--- src/rtl/uart_pkg.sv ---
// Shared definitions for the word-oriented UART endpoint.
// Both the receiver and the transmitter use the state type below.
package uart_pkg;

   typedef enum logic [2:0] {
      ST_IDLE    = 3'd0,
      ST_START   = 3'd1,
      ST_DATA    = 3'd2,
      ST_STOP    = 3'd3,
      ST_CLEANUP = 3'd4
   } uart_state_e;

   localparam int UART_CLKS_PER_BIT = 434;
   localparam int UART_RX_WIDTH     = 34;
   localparam int UART_TX_WIDTH     = 32;

endpackage

--- src/rtl/uart_rx_core.sv ---
// Receiver: synchronizes the serial line, finds the start bit and samples
// each data bit at its centre, LSB first.
module uart_rx_core
   import uart_pkg::*;
#(
   parameter int CLKS_PER_BIT = UART_CLKS_PER_BIT,
   parameter int WIDTH        = UART_RX_WIDTH
) (
   input  logic             i_Clock,
   input  logic             i_Rst_n,
   input  logic             i_Rx_Serial,
   output logic             o_Rx_DV,
   output logic [WIDTH-1:0] o_Rx_Byte
);

   localparam int CNT_W = $clog2(CLKS_PER_BIT);
   localparam int IDX_W = $clog2(WIDTH);
   localparam logic [CNT_W-1:0] CNT_LAST = CNT_W'(CLKS_PER_BIT - 1);
   localparam logic [CNT_W-1:0] CNT_HALF = CNT_W'((CLKS_PER_BIT - 1) / 2);
   localparam logic [IDX_W-1:0] IDX_LAST = IDX_W'(WIDTH - 1);

   logic [1:0]       sync_r;
   logic             rx_s;
   uart_state_e      state_r;
   logic [CNT_W-1:0] cnt_r;
   logic [IDX_W-1:0] idx_r;
   logic [WIDTH-1:0] shift_r;
   logic [WIDTH-1:0] byte_r;
   logic             dv_r;

   // Two-flop synchronizer, preset to the idle-high line level
   always_ff @(posedge i_Clock or negedge i_Rst_n) begin
      if (!i_Rst_n) begin
         sync_r <= 2'b11;
      end else begin
         sync_r <= {sync_r[0], i_Rx_Serial};
      end
   end

   assign rx_s = sync_r[1];

   // Receive sequencer; bits shift in from the top so bit 0 lands at the LSB
   always_ff @(posedge i_Clock or negedge i_Rst_n) begin
      if (!i_Rst_n) begin
         state_r <= ST_IDLE;
         cnt_r   <= '0;
         idx_r   <= '0;
         shift_r <= '0;
         byte_r  <= '0;
         dv_r    <= 1'b0;
      end else begin
         dv_r <= 1'b0;
         case (state_r)
            ST_IDLE: begin
               cnt_r <= '0;
               idx_r <= '0;
               if (!rx_s) begin
                  state_r <= ST_START;
               end
            end
            ST_START: begin
               if (cnt_r == CNT_HALF) begin
                  cnt_r <= '0;
                  if (!rx_s) begin
                     state_r <= ST_DATA;
                  end else begin
                     state_r <= ST_IDLE;
                  end
               end else begin
                  cnt_r <= cnt_r + 1'b1;
               end
            end
            ST_DATA: begin
               if (cnt_r < CNT_LAST) begin
                  cnt_r <= cnt_r + 1'b1;
               end else begin
                  cnt_r   <= '0;
                  shift_r <= {rx_s, shift_r[WIDTH-1:1]};
                  if (idx_r < IDX_LAST) begin
                     idx_r <= idx_r + 1'b1;
                  end else begin
                     idx_r   <= '0;
                     state_r <= ST_STOP;
                  end
               end
            end
            ST_STOP: begin
               if (cnt_r < CNT_LAST) begin
                  cnt_r <= cnt_r + 1'b1;
               end else begin
                  cnt_r   <= '0;
                  byte_r  <= shift_r;
                  dv_r    <= 1'b1;
                  state_r <= ST_CLEANUP;
               end
            end
            ST_CLEANUP: begin
               state_r <= ST_IDLE;
            end
            default: begin
               state_r <= ST_IDLE;
               cnt_r   <= '0;
               idx_r   <= '0;
            end
         endcase
      end
   end

   assign o_Rx_DV   = dv_r;
   assign o_Rx_Byte = byte_r;

endmodule

--- src/rtl/uart_tx_core.sv ---
// Transmitter: latches a word on request and sends start, data (LSB first)
// and stop bits, each held for CLKS_PER_BIT clocks.
module uart_tx_core
   import uart_pkg::*;
#(
   parameter int CLKS_PER_BIT = UART_CLKS_PER_BIT,
   parameter int WIDTH        = UART_TX_WIDTH
) (
   input  logic             i_Clock,
   input  logic             i_Rst_n,
   input  logic             i_Tx_DV,
   input  logic [WIDTH-1:0] i_Tx_Byte,
   output logic             o_Tx_Active,
   output logic             o_Tx_Serial,
   output logic             o_Tx_Done
);

   localparam int CNT_W = $clog2(CLKS_PER_BIT);
   localparam int IDX_W = $clog2(WIDTH);
   localparam logic [CNT_W-1:0] CNT_LAST = CNT_W'(CLKS_PER_BIT - 1);
   localparam logic [IDX_W-1:0] IDX_LAST = IDX_W'(WIDTH - 1);

   uart_state_e      state_r;
   logic [CNT_W-1:0] cnt_r;
   logic [IDX_W-1:0] idx_r;
   logic [WIDTH-1:0] data_r;
   logic             serial_r;
   logic             active_r;
   logic             done_r;

   // Transmit sequencer; the latched word shifts right as each bit completes
   always_ff @(posedge i_Clock or negedge i_Rst_n) begin
      if (!i_Rst_n) begin
         state_r  <= ST_IDLE;
         cnt_r    <= '0;
         idx_r    <= '0;
         data_r   <= '0;
         serial_r <= 1'b1;
         active_r <= 1'b0;
         done_r   <= 1'b0;
      end else begin
         done_r <= 1'b0;
         case (state_r)
            ST_IDLE: begin
               serial_r <= 1'b1;
               cnt_r    <= '0;
               idx_r    <= '0;
               if (i_Tx_DV) begin
                  data_r   <= i_Tx_Byte;
                  active_r <= 1'b1;
                  state_r  <= ST_START;
               end else begin
                  active_r <= 1'b0;
               end
            end
            ST_START: begin
               serial_r <= 1'b0;
               if (cnt_r < CNT_LAST) begin
                  cnt_r <= cnt_r + 1'b1;
               end else begin
                  cnt_r   <= '0;
                  state_r <= ST_DATA;
               end
            end
            ST_DATA: begin
               serial_r <= data_r[0];
               if (cnt_r < CNT_LAST) begin
                  cnt_r <= cnt_r + 1'b1;
               end else begin
                  cnt_r  <= '0;
                  data_r <= {1'b0, data_r[WIDTH-1:1]};
                  if (idx_r < IDX_LAST) begin
                     idx_r <= idx_r + 1'b1;
                  end else begin
                     idx_r   <= '0;
                     state_r <= ST_STOP;
                  end
               end
            end
            ST_STOP: begin
               serial_r <= 1'b1;
               if (cnt_r < CNT_LAST) begin
                  cnt_r <= cnt_r + 1'b1;
               end else begin
                  cnt_r    <= '0;
                  done_r   <= 1'b1;
                  active_r <= 1'b0;
                  state_r  <= ST_CLEANUP;
               end
            end
            ST_CLEANUP: begin
               state_r <= ST_IDLE;
            end
            default: begin
               state_r  <= ST_IDLE;
               serial_r <= 1'b1;
               active_r <= 1'b0;
               cnt_r    <= '0;
               idx_r    <= '0;
            end
         endcase
      end
   end

   assign o_Tx_Active = active_r;
   assign o_Tx_Serial = serial_r;
   assign o_Tx_Done   = done_r;

endmodule

--- src/rtl/uart_rx_tx.sv ---
// Full-duplex word UART: independent receiver and transmitter sharing
// one clock and reset.
module uart_rx_tx
   import uart_pkg::*;
#(
   parameter int CLKS_PER_BIT = UART_CLKS_PER_BIT,
   parameter int RX_WIDTH     = UART_RX_WIDTH,
   parameter int TX_WIDTH     = UART_TX_WIDTH
) (
   input  logic                i_Clock,
   input  logic                i_Rst_n,
   input  logic                i_Rx_Serial,
   output logic                o_Rx_DV,
   output logic [RX_WIDTH-1:0] o_Rx_Byte,
   input  logic                i_Tx_DV,
   input  logic [TX_WIDTH-1:0] i_Tx_Byte,
   output logic                o_Tx_Active,
   output logic                o_Tx_Serial,
   output logic                o_Tx_Done
);

   uart_rx_core #(
      .CLKS_PER_BIT (CLKS_PER_BIT),
      .WIDTH        (RX_WIDTH)
   ) u_rx (
      .i_Clock      (i_Clock),
      .i_Rst_n      (i_Rst_n),
      .i_Rx_Serial  (i_Rx_Serial),
      .o_Rx_DV      (o_Rx_DV),
      .o_Rx_Byte    (o_Rx_Byte)
   );

   uart_tx_core #(
      .CLKS_PER_BIT (CLKS_PER_BIT),
      .WIDTH        (TX_WIDTH)
   ) u_tx (
      .i_Clock      (i_Clock),
      .i_Rst_n      (i_Rst_n),
      .i_Tx_DV      (i_Tx_DV),
      .i_Tx_Byte    (i_Tx_Byte),
      .o_Tx_Active  (o_Tx_Active),
      .o_Tx_Serial  (o_Tx_Serial),
      .o_Tx_Done    (o_Tx_Done)
   );

endmodule

--- config.mk ---
export PLATFORM = sky130hd
export DESIGN_NAME = uart_rx_tx
export DESIGN_NICKNAME = d
export VERILOG_FILES = /design/src/rtl/uart_pkg.sv /design/src/rtl/uart_rx_core.sv /design/src/rtl/uart_tx_core.sv /design/src/rtl/uart_rx_tx.sv
export SDC_FILE = /design/constraint.sdc
export NUM_CORES = 1
export LEC_CHECK = 0
export BUFFER_PORTS_ARGS = -buffer_cell sky130_fd_sc_hd__buf_2
export CAP_MARGIN = 20
export CORE_ASPECT_RATIO = 1.2
export CORE_MARGIN = 10
export CORE_UTILIZATION = 31
export DETAILED_ROUTE_END_ITERATION = 16
export GPL_TIMING_DRIVEN = 1
export REMOVE_ABC_BUFFERS = 1
export SLEW_MARGIN = 20
export SYNTH_ARGS = -nofsm -noshare
export SYNTH_HDL_FRONTEND = slang
export SYNTH_SLANG_ARGS = --single-unit
--- constraint.sdc ---
create_clock -name i_Clock -period 4.6 [get_ports i_Clock]
set_input_delay 0.69 -clock i_Clock [delete_from_list [all_inputs] [get_ports i_Clock]]
set_output_delay 0.69 -clock i_Clock [all_outputs]
set_load 0.01 [all_outputs]
==> results_dict.tcl <==
set metrics [dict create \
    antenna_found_initial 0 \
    synth.top_cell.area_share_pct 55.34 \
    vdd_drop_max_mv 0.2411 \
    clk_latency_ns 0.41 \
    dp_cells 861 \
    end_kind "register" \
    cts.sinks 141 \
    place.gp.congestion 0.7456 \
    core-area_um2 19690 \
    rows 56 \
    cts-buffers-inserted 17 \
    fmax_mhz 407.9 \
    htreeDepth 4 \
    io_pins 74 \
    period_needed_ns 2.451 \
    crit_path_start_kind "register" \
    synthArstFlopShare_pct 100.0 \
    start_util_pct 31.69 \
    cts_tree "done" \
    status "finished, final reports clean" \
    area_growth_pct 19.65 \
    syn_inst 552 \
    track_usage_pct 9.688 \
    crit_type "register to register" \
    port_buffers 73 \
    maxCapViolations 0 \
    ys_types 60 \
    synth-seq-area-share_pct 56.61 \
    layout-drive-gt1-share_pct 29.86 \
    route.detailed.drc 0 \
    grt_remaining_overflow 0 \
    die-area_um2 26230 \
    p_total_w 0.003034 \
    postCtsResizedCells 0 \
    diodes 0 \
    path_clk_slew_ns 0.06 \
    rsz0062_at_grt "no" \
    worstMarginPinSlew_ns 0.8070 \
    fillers 1928 \
    mappedNetlistArea_um2 6240 \
    arrival_ns 2.75 \
    dr_total_vias 4253 \
    finalCritPeriodShare_pct 53.29 \
    synth.avg_cell_area_um2 11.30 \
    dp_slack_ns 1.945 \
    finalSetupTns_ns 0 \
    clk_path_buf_depth 2 \
    slowest_stage "nand2_2" \
    hold_buffers 0 \
    grt_max_degree 75 \
    cp_slowest_stage_delay_ns 0.59 \
    first_pass_iters 4 \
    synth.area.top_cells "dfrtp_1 55%, mux2_2 12%, nand2_1 4.9%, a31oi_1 3.3%, nor2_1 2.6%" \
    setup_viol 0 \
    dp_hpwl_um 8224 \
    drt_iter0_markers 128 \
    yosys_register_bits 141 \
    die_y_um 175.4 \
    ys_warn_count 0 \
    min-delay-path-class "input pin to async pin" \
    synth_edf_count 0 \
    final_cells 894 \
    worst-path-max-fanout 34 \
    layout_setup_ws_ns 2.149 \
    ant_nets 0 \
    grt_pass1_vias 4280 \
    hold_viol 0 \
    timing.hold.ws_ns 0.2896 \
    die_x_um 149.5 \
    fin_worst_skew_ns 0.009052 \
    finalMaxSlewViolations 0 \
    routed_wl_um 12260 \
    routedWlPerCell_um 13.71 \
    p_leak_nw 3.650 \
    worstPathRequired_ns 4.90 \
    relSlewSlack_pct 46.01 \
    ctsRootBufferMaster "clkbuf_16" \
    grt_pass1_wl_um 21080 \
    synth_area_leader_cell "dfrtp_1" \
    synth-main-ff-cell "dfrtp_1" \
    yosysMostFrequentCell "dfrtp_1" \
    path_cells "nor4_1 > o21ai_0 > and2_1 > nand2_2 > mux2_2" \
    vias_per_cell 4.757 \
    fin_nets 662 \
    cts_setup_buffers 0 \
    pwr_density_cell_nw_per_um2 406.4 \
    synth_common_cells "138 x dfrtp_1, 82 x nand2_1, 68 x mux2_2" \
]
metal layers:
layer	part of all wire, %	vias to the layer above	GRT usage, %
li1	-	2083	-
met1	45	2088	11.60
met2	49	70	15.82
met3	4.6	12	2.828
met4	1.5	0	4.054
met5	0	-	0
critical path: cells and delay by family (launching register included):
kind	cells	cell delay (ns)
flip-flops	1	0.41
AO/OA/AOI/OAI	1	0.19
AND/OR/NAND/NOR	3	1.28
multiplexers	1	0.42
report_power, final:
| part | total [W] | internal, W | switching, W | leakage, nW |
|---|---|---|---|---|
| registers | 0.00136 | 0.00131 | 0.0000578 | 1.84 |
| logic | 0.000154 | 0.0000770 | 0.0000773 | 1.50 |
| clock network | 0.00152 | 0.000981 | 0.000536 | 0.314 |
flip-flops by register name (all words and copies together), names as in the netlist:
name / flops
u_tx.data_r: 32
u_tx.o_Tx_Done: 1
u_rx.sync_r: 2
u_tx.state_r: 3
u_tx.cnt_r: 9
u_tx.o_Tx_Serial: 1
u_tx.idx_r: 5
u_rx.o_Rx_DV: 1
u_rx.state_r: 3
u_rx.o_Rx_Byte: 34
u_rx.cnt_r: 9
u_tx.o_Tx_Active: 1
u_rx.idx_r: 6
u_rx.shift_r: 34
cell type report:
| type | count | area, um^2 | share of cell area, % |
|---|---|---|---|
| flip-flops and latches | 141 | 3532 | 47.31 |
| multi-input cells | 367 | 2457 | 32.91 |
| clock buffers | 19 | 442.9 | 5.933 |
| repair buffers | 79 | 440.4 | 5.899 |
| well taps | 261 | 326.6 | 4.374 |
| clock inverters | 13 | 214.0 | 2.866 |
| inverters | 14 | 52.55 | 0.7039 |
kinds of logic (layout without fill, tap and decap cells):
family	after synthesis	count (layout)	share of synthesized area (%)
and+or+nand+nor	187	187	14.12
xor gates and xnor gates	6	6	0.8422
muxes	70	70	12.59
AOI/OAI and AO/OA	98	98	10.39
DFF	141	141	56.61
buffers and inverters	44	125	4.251
adders and majority gates	6	6	1.203
layout by cell type (no fill, tap or decap), types with 3 or more instances in the layout:
master and instances:
a21o_1 7, a21oi_1 7, a311oi_1 3, a31oi_1 33, and2_1 4, and3_1 8, buf_2 72, buf_4 4
bufinv_16 5, clkbuf_16 17, clkinv_4 4, dfrtp_1 138, dfstp_2 3, ha_1 6, inv_1 14, mux2_2 68
nand2_1 82, nand2b_1 4, nand3_1 11, nor2_1 44, nor2b_1 5, nor3_1 5, nor3b_1 7, o21ai_0 22
xnor2_1 4
per-stage QoR:
step | instance area (um^2) | util [%]
2_1_floorplan | 6027 | -
3_3_place_gp | 6761 | 34.34
3_5_place_dp | 6773 | 34.40
4_1_cts | 7430 | 37.74
5_1_grt | 7466 | 37.92
6_report | 7466 | 37.92
worst paths after layout:
| check | startpoint | end | slack (ns) | cells after the start |
|---|---|---|---|---|
| worst min-delay path | i_Rst_n | u_rx.o_Rx_Byte[12]$_DFFE_PN0P_ | 0.29 | 1 |
| worst max register to register | u_rx.cnt_r[1]$_DFFE_PN0N_ | u_rx.shift_r[6]$_DFFE_PN0P_ | 2.15 | 5 |
| max in group asynchronous | i_Rst_n | u_rx.o_Rx_Byte[25]$_DFFE_PN0P_ | 3.33 | 2 |
| worst max-delay path | u_rx.cnt_r[1]$_DFFE_PN0N_ | u_rx.shift_r[6]$_DFFE_PN0P_ | 2.15 | 5 |
| worst min register to register | u_rx.sync_r[0]$_DFF_PN1_ | u_rx.sync_r[1]$_DFF_PN1_ | 0.35 | 0 |
| min in group i_Clock | u_rx.sync_r[0]$_DFF_PN1_ | u_rx.sync_r[1]$_DFF_PN1_ | 0.35 | 0 |
Note: power is estimated with default switching activity, not from simulation.
